## config.mk

```make
export PLATFORM = sky130hd
export DESIGN_NAME = alu_arbiter
export DESIGN_NICKNAME = d
export VERILOG_FILES = /design/src/rtl/alu_arbiter.sv
export SDC_FILE = /design/constraint.sdc
export NUM_CORES = 1
export LEC_CHECK = 0
export ABC_AREA = 1
export ABC_CLOCK_PERIOD_IN_PS = 1650
export CAP_MARGIN = 40
export CORE_MARGIN = 3
export CORE_UTILIZATION = 39
export DETAILED_ROUTE_END_ITERATION = 6
export PLACE_DENSITY = 0.82
export SLEW_MARGIN = 20
export SYNTH_ARGS = -nofsm -noshare
export SYNTH_HDL_FRONTEND = slang
export SYNTH_SLANG_ARGS = --single-unit
```

## constraint.sdc

```tcl
create_clock -name clk -period 1.65 [get_ports clk]
set_input_delay 0.33 -clock clk [delete_from_list [all_inputs] [get_ports clk]]
set_output_delay 0.33 -clock clk [all_outputs]
set_load 0.01 [all_outputs]
```

## src/rtl/alu_arbiter.sv

```systemverilog
// alu_arbiter: round-robin sharing of one combinational ALU between two valid/ready requesters.
module alu_arbiter #(
  parameter int DATA_W = 32,
  parameter int CODE_W = 6
) (
  input  logic              clk,
  input  logic              rst_n,
  input  logic              req0_valid,
  output logic              req0_ready,
  input  logic [CODE_W-1:0] req0_code,
  input  logic [DATA_W-1:0] req0_op1,
  input  logic [DATA_W-1:0] req0_op2,
  input  logic              req1_valid,
  output logic              req1_ready,
  input  logic [CODE_W-1:0] req1_code,
  input  logic [DATA_W-1:0] req1_op1,
  input  logic [DATA_W-1:0] req1_op2,
  output logic              rsp0_valid,
  input  logic              rsp0_ready,
  output logic [DATA_W-1:0] rsp0_result,
  output logic              rsp0_br_taken,
  output logic              rsp1_valid,
  input  logic              rsp1_ready,
  output logic [DATA_W-1:0] rsp1_result,
  output logic              rsp1_br_taken,
  output logic [CODE_W-1:0] alu_code,
  output logic [DATA_W-1:0] alu_op1,
  output logic [DATA_W-1:0] alu_op2,
  input  logic [DATA_W-1:0] alu_result,
  input  logic              alu_br_taken
);
  typedef enum logic [1:0] {IDLE, EXEC, RESP} state_t;
  state_t              r_state, w_next;
  logic                r_prio, r_owner, r_br;
  logic [DATA_W-1:0]   r_res;
  logic                w_gnt, w_acc, w_done;
  always_comb begin
    w_gnt      = (req0_valid && req1_valid) ? r_prio : req1_valid;
    req0_ready = rst_n && r_state == IDLE && req0_valid && !w_gnt;
    req1_ready = rst_n && r_state == IDLE && req1_valid && w_gnt;
    w_acc      = req0_ready || req1_ready;
    w_done     = r_state == RESP && (r_owner ? rsp1_ready : rsp0_ready);
    w_next     = r_state == IDLE ? (w_acc ? EXEC : IDLE) :
                 r_state == EXEC ? RESP : (w_done ? IDLE : RESP);
  end
  always_ff @(posedge clk) begin
    if (!rst_n) r_state <= IDLE;
    else        r_state <= w_next;
  end
  // Operands are captured only at the grant, so requesters may change them freely afterwards.
  always_ff @(posedge clk) begin
    if (!rst_n) begin
      r_prio   <= 1'b0;
      r_owner  <= 1'b0;
      alu_code <= '0;
      alu_op1  <= '0;
      alu_op2  <= '0;
      r_res    <= '0;
      r_br     <= 1'b0;
    end else begin
      if (w_acc) begin
        r_owner  <= w_gnt;
        alu_code <= w_gnt ? req1_code : req0_code;
        alu_op1  <= w_gnt ? req1_op1 : req0_op1;
        alu_op2  <= w_gnt ? req1_op2 : req0_op2;
      end
      if (r_state == EXEC) begin
        r_res <= alu_result;
        r_br  <= alu_br_taken;
      end
      if (w_done) r_prio <= ~r_owner;
    end
  end
  assign rsp0_valid    = r_state == RESP && !r_owner;
  assign rsp1_valid    = r_state == RESP && r_owner;
  assign rsp0_result   = r_res;
  assign rsp1_result   = r_res;
  assign rsp0_br_taken = r_br;
  assign rsp1_br_taken = r_br;
endmodule

```

==> qor.txt <==
status: complete, no violations
post-synthesis cell area: 5520 um2
NetSw: 2.39 mW
CP required: 1.32 ns
IO Count: 319
placed insts: 1326
Syn Nets: 1076
startpoint types: flop
Hold Crit Class: in2reg
Setup TNS: 0 ns
number of synthesized flops with an enable pin: 0
post-synth top area cell: dfxtp_1
CTS clock-pin slew for the worst setup and hold paths: 0.07 ns
reg2reg end: alu_op2[12]
Worst Hold Path EP: r_prio
Power Total: 7.93 mW
Achievable Freq: 0.621 GHz
Synth top area share: 38.8%
Worst Path Buf+Inv: 1
Mapped Cells: 897
root buf cell: clkbuf_16
hold_sp: rst_n
clock group share of total power: 27.7%
DP Wirelength: 14.0 mm
CTS H-tree lvls: 3
number of hold violations in the final report: 0
Yosys Warn Count: 0
most common cell in the netlist: nand2_1
via count: 6302
hold buffers post-CTS: 0
final period utilization: 97.6%
sequential share of the synthesized area: 38.8%
CTS Buffer Depth: 2
R2R setup slack: 0.14 ns
Setup Skew: 0.00621 ns
logic gate share of total power: 33.6%
Main synth FF type: dfxtp_1
DP Area: 8700 um2
worst slew pin tran: 0.600 ns
Residual DRC: 0
Slew Viols, Final: 0
RD Place Congestion: 0.860
crit path DAT: 1.28 ns
slew margin rel.: 60.0%
Pleak: 4.40 nW
Pre-antenna DRT Iters: 4
CP top delay family: buffers and inverters
Pint: 5.54 mW
top cells by area, synth: dfxtp_1 39%, nand2_1 15%, nor2_1 14%
CTS tree: yes
critical path class: reg2out
Final Worst Setup Slack: 0.0389 ns
Non-Filler Cell Area, Final: 9030 um2
Max FO, Critical Path: 3
die width: 125 um
fin crit period: 1.61 ns
clock sink total: 107
Avg Cell Area, Syn: 6.16 um2
Clk Latency, worst-skew pair: 0.34 ns
Final Util: 66.6%
Reg-to-Reg Start: r_state[0]
Core ar.: 13600 um2
largest net degree at the start of global routing: 105
share of cells above drive strength 1: 5.57%
initial antenna violation count: 0
Synth-to-Final Area Change: 63.6%
VDD IR max: 647 uV
Starting Density: 40.7%
R2R depth: 7
Synth cell types: 17
# fillers: 1184
synth cell count leaders: 223 x nand2_1, 211 x nor2_1, 142 x nand3_1, 107 x dfxtp_1, 78 x inv_1
first-pass GRT wire length: 29.7 mm
nets@finish: 1340
crit end category: primary output
CP max-delay cell: clkdlybuf4s50_1
grt total ovfl: 0
pre-CTS worst setup slack: -0.421 ns
CTS Buf Count: 9
Routed WL: 19.0 mm
fin cells: 1342
Chip Height: 125 um
1st-iter DRT viols: 431
Hold WS: 0.308 ns
post-route ant nets: 0
post-CTS setup buffer count: 0
PortBufs: 318
CP Cell Sequence: clkdlybuf4s50_1
Die ar.: 15600 um2
part of the power in registers: 38.8%
max incr delay on CP: 0.58 ns
total track usage: 23.1%
max cap viols: 0
asr flop ratio synth: 0%
Rows: 42
wire per inst: 14.1 um
antenna cells: 0
vias in the first global route: 5717
pwr dens: 878 nW/um2
Sw Share: 30.1%
FF+latch count, synth: 107
Setup violations, final: 0
hold-critical path depth: 3
vias per cell: 4.70
## flip-flops by register name (all words and copies together) (netlist names)
name,cells
alu_code,6
alu_op1,32
alu_op2,32
r_owner,1
r_prio,1
r_state,2
rsp0_br_taken,1
rsp0_result,32
## power groups by stage
stage	registers [mW]	logic [mW]	clock network, mW
2_1_floorplan	3.24	1.17	0
3_3_place_gp	3.11	2.65	0
3_5_place_dp	3.13	2.69	0
4_1_cts	3.07	2.70	2.25
5_1_grt	3.12	2.92	2.35
6_report	3.07	2.66	2.19
## worst max-delay path by stage
stage	from	end	slack, ns	cells after the start
CTS	r_state[1]	rsp0_valid	0.0003	4
detailed placement	req0_valid	req0_ready	-0.42	6
global placement	req0_valid	req0_ready	-0.42	6
floorplan	r_state[1]	req0_ready	0.25	4
finish	rsp0_result[10]	rsp0_result[10]	0.04	1
global route	rsp0_result[10]	rsp0_result[10]	-0.03	1
## cells in the final DEF (no fill, tap or decap), types with 4 or more instances in the layout
cell | Yosys | routed
buf_4 | 40 | 23
dfxtp_1 | 107 | 102
buf_12 | 0 | 7
dlygate4sd2_1 | 0 | 4
o21ai_0 | 33 | 33
dlymetal6s2s_1 | 0 | 12
clkbuf_16 | 0 | 9
nand3_1 | 142 | 142
clkdlybuf4s50_1 | 0 | 296
inv_1 | 78 | 78
nor2_1 | 211 | 209
nand2_1 | 223 | 222
dfxtp_2 | 0 | 5
## final cells by class
| class | instances | area, um2 | area share, % |
|---|---|---|---|
| Clock buffer | 10 | 239 | 2.65 |
| Clock inverter | 6 | 63.8 | 0.706 |
| Inverter | 79 | 297 | 3.28 |
| Multi-Input combinational cell | 617 | 2570 | 28.5 |
| Sequential cell | 107 | 2150 | 23.8 |
| Tap cell | 176 | 220 | 2.44 |
| Timing Repair Buffer | 347 | 3490 | 38.7 |
## repair_timing
| item | CTS | global route |
|---|---|---|
| cloned | 0 | 0 |
| endpoints found under the setup margin | 8 | 20 |
| pin swaps | 2 | 0 |
| resized for setup | 18 | 20 |
## routing by layer
metal  share of wire, %  wire length [um]  up-vias  track usage (%)
li1                   -                 -     3237                -
met1                 40              7640     2800             26.6
met2                 49              9340      227             40.2
met3                7.3              1390       38             6.91
met4                3.2               613        0             9.25
met5                  0                 0        -                0
## logic make-up after synthesis
family	count (synthesis)	synth area share, %
AOI/OAI and AO/OA	35	3.17
buffers and inverters	173	14.8
and+or+nand+nor	582	43.2
DFF	107	38.8
Note: power is estimated with default switching activity, not from simulation.
==> patch (same flow settings) <==
Re-encode `state_t` (3 states) as one-hot, 3 bits wide.
--- a/src/rtl/alu_arbiter.sv
+++ b/src/rtl/alu_arbiter.sv
@@ -29,7 +29,7 @@
   input  logic [DATA_W-1:0] alu_result,
   input  logic              alu_br_taken
 );
-  typedef enum logic [1:0] {IDLE, EXEC, RESP} state_t;
+  typedef enum logic [2:0] {IDLE = 3'b001, EXEC = 3'b010, RESP = 3'b100} state_t;
   state_t              r_state, w_next;
   logic                r_prio, r_owner, r_br;
   logic [DATA_W-1:0]   r_res;
Behaviour: no difference found for any inputs over 10 cycles, from zero or initial values and one cycle with rst_n low; not proved beyond that.
==> patch against the original RTL <==
- via count fell by 2.9%
- sequential cell count rose by 1
- hold slack improved by 0.14 ns
- worst setup slack got worse by 0.010 ns
- total power rose by 7.8%
- design area fell by 1.1%
- fmax fell by 0.62%
- area after synthesis fell by 0.93%
- wire length fell by 5.3%
- synthesized cell count fell by 0.33%
- final cell count fell by 0.37%
==> patch: results (changes against the original RTL) <==
Outcome -> finished clean
Met1 Use GR -> 0.245 (-0.0214)
Non-filler cells, final -> 1337 (-0.37%)
Register area share after synthesis -> 0.395 (+0.00730)
Layout cells sized above 1 -> 0.0551 (-0.000621)
Register clock-pin slew on the reported worst setup and hold paths -> 0.07 ns (about the same)
Max incr delay on CP -> 0.38 ns (-0.20 ns)
Setup violators final -> 0 (unchanged)
Vias in the first global route -> 5577 (-2.4%)
Dominant synthesized flop cell -> dfxtp_1
FF+latch area -> 2170 um2 (+1.1%)
First-pass GRT wire length -> 27900 um (-6.0%)
Worst hold margin -> 0.445 ns (+0.137 ns)
Signal inverters -> 81 (+2.5%)
Reg2reg setup slack -> 0.21 ns (+0.07 ns)
Met2 Track Usage GR -> 0.385 (-0.0169)
Largest net degree at the start of global routing -> 71 (-32%)
Plain + repair buffers -> 342 (-1.4%)
N_diodes -> 0 (unchanged)
Avg Cell Area, Syn -> 6.12 um2 (-0.60%)
Worst r2r path cells -> 8 (+1)
Hold_sp -> rst_n
DP Area -> 8580 um2 (-1.4%)
Worst Hold Class -> primary input to register
Multi-input gate count -> 615 (-0.32%)
Crit-path slowest cell -> dfxtp_2
Worst EP arrival -> 1.29 ns
# port buffers -> 318 (unchanged)
Die Span X -> 124 um (-0.44%)
Drt first pass iters -> 4 (unchanged)
Clock skew after layout -> 0.00732 ns (+0.00110 ns)
GRT Total Usage -> 0.219 (-0.0118)
Placer congestion estimate -> 0.829 (-3.6%)
Post-DP HPWL -> 13100 um (-5.8%)
Hold Vio Cnt, Final -> 0 (unchanged)
Deepest clock path buffer count -> 2 (unchanged)
Sink Count -> 108 (+0.93%)
Antenna violations before repair -> 0 (unchanged)
Top cell types by occurrence after synthesis -> nand2_1, nor2_1, dfxtp_1, nand3_1, inv_1
Iter 0 DRT Violations -> 328 (-24%)
Routed len/inst -> 13.4 um (-5.0%)
Peak supply drop -> 0.529 mV (-18%)
Final clock-cell share -> 0.0327 (-0.000871)
Met3 Usage GRT -> 0.0793 (+0.0102)
Synth area leaders -> dfxtp_1, nand2_1, nor2_1
R2r endpoint -> alu_code[0]$_SDFFE_PN0P_
Netlist cell types -> 16 (-1)
Layout non-clock buf frac -> 0.380 (-0.00615)
Fillers -> 1187 (+0.25%)
Critical R2R Launch -> r_prio$_SDFFE_PN0P_
Leak -> 4.26 nW (-3.2%)
Pre-CTS setup slack -> -0.435 ns (-0.0145 ns)
Syn_nets -> 1073 (-0.28%)
Multi-input logic area -> 2540 um2 (-1.1%)
Worst Hold Depth -> 4 (+1)
Vias per inst -> 4.58 (-2.5%)
Synth async-reset ratio -> 0 (unchanged)
Least-Margin Pin Slew -> 0.519 ns (-0.0816 ns)
WHS Endpoint -> r_owner$_SDFFE_PN0P_
Util after Layout -> 0.664 (-0.00252)
## patch: changes by cell type after synthesis, moves of 32 or more
cell     delta
a21oi_1    +33
nand2_1   +102
nand3_1    -36
nor2_1     -67
o21ai_0    -32
## patch: what timing repair did
item                                    CTS  global route
hold buffers                              0             0
endpoints found under the setup margin   10            58
pin swaps                                 2             2
resized for setup                        26            20
setup buffers                             0             1
## patch: kinds of logic after synthesis
| logic type | Yosys count | synth area share |
|---|---|---|
| AO/OA/AOI/OAI | 36 | 0.0329 |
| buffers and inverters | 171 | 0.148 |
| flip-flops | 108 | 0.395 |
| AND/OR/NAND/NOR | 579 | 0.424 |
## patch: worst max path at each step
stage,depth (start not counted),slack [ns],to,start
after floorplan,5,0.15,req0_ready,req1_valid
after global placement,6,-0.39,req0_ready,req0_valid
after detailed placement,6,-0.44,req0_ready,req0_valid
after CTS,5,-0.004,rsp0_valid,r_state[2]$_SDFF_PP0_
after global routing,5,-0.04,req0_ready,r_state[0]$_SDFF_PN1_
final,5,0.03,req0_ready,r_state[0]$_SDFF_PN1_
## patch: per-layer routing
metal | wire, um | part of all wire | vias to the layer above
met5 | 0 | 0 | -
met4 | 424 | 0.024 | 0
met3 | 1520 | 0.084 | 29
met2 | 8750 | 0.49 | 229
met1 | 7290 | 0.41 | 2672
li1 | - | - | 3191
## patch: worst max-delay path: cells and delay by family, from the launching register on
family                 cells  cell delay (ns)
buffers and inverters      1             0.15
flip-flops                 1             0.38
AND/OR/NAND/NOR            4             0.43
## patch: where the power goes
group | switching, W | internal, W | leakage [nW]
clock | 0.000937 | 0.00120 | 0.144
sequential | 0.000221 | 0.00300 | 0.883
combinational | 0.00158 | 0.00161 | 3.24
total | 0.00274 | 0.00581 | 4.26
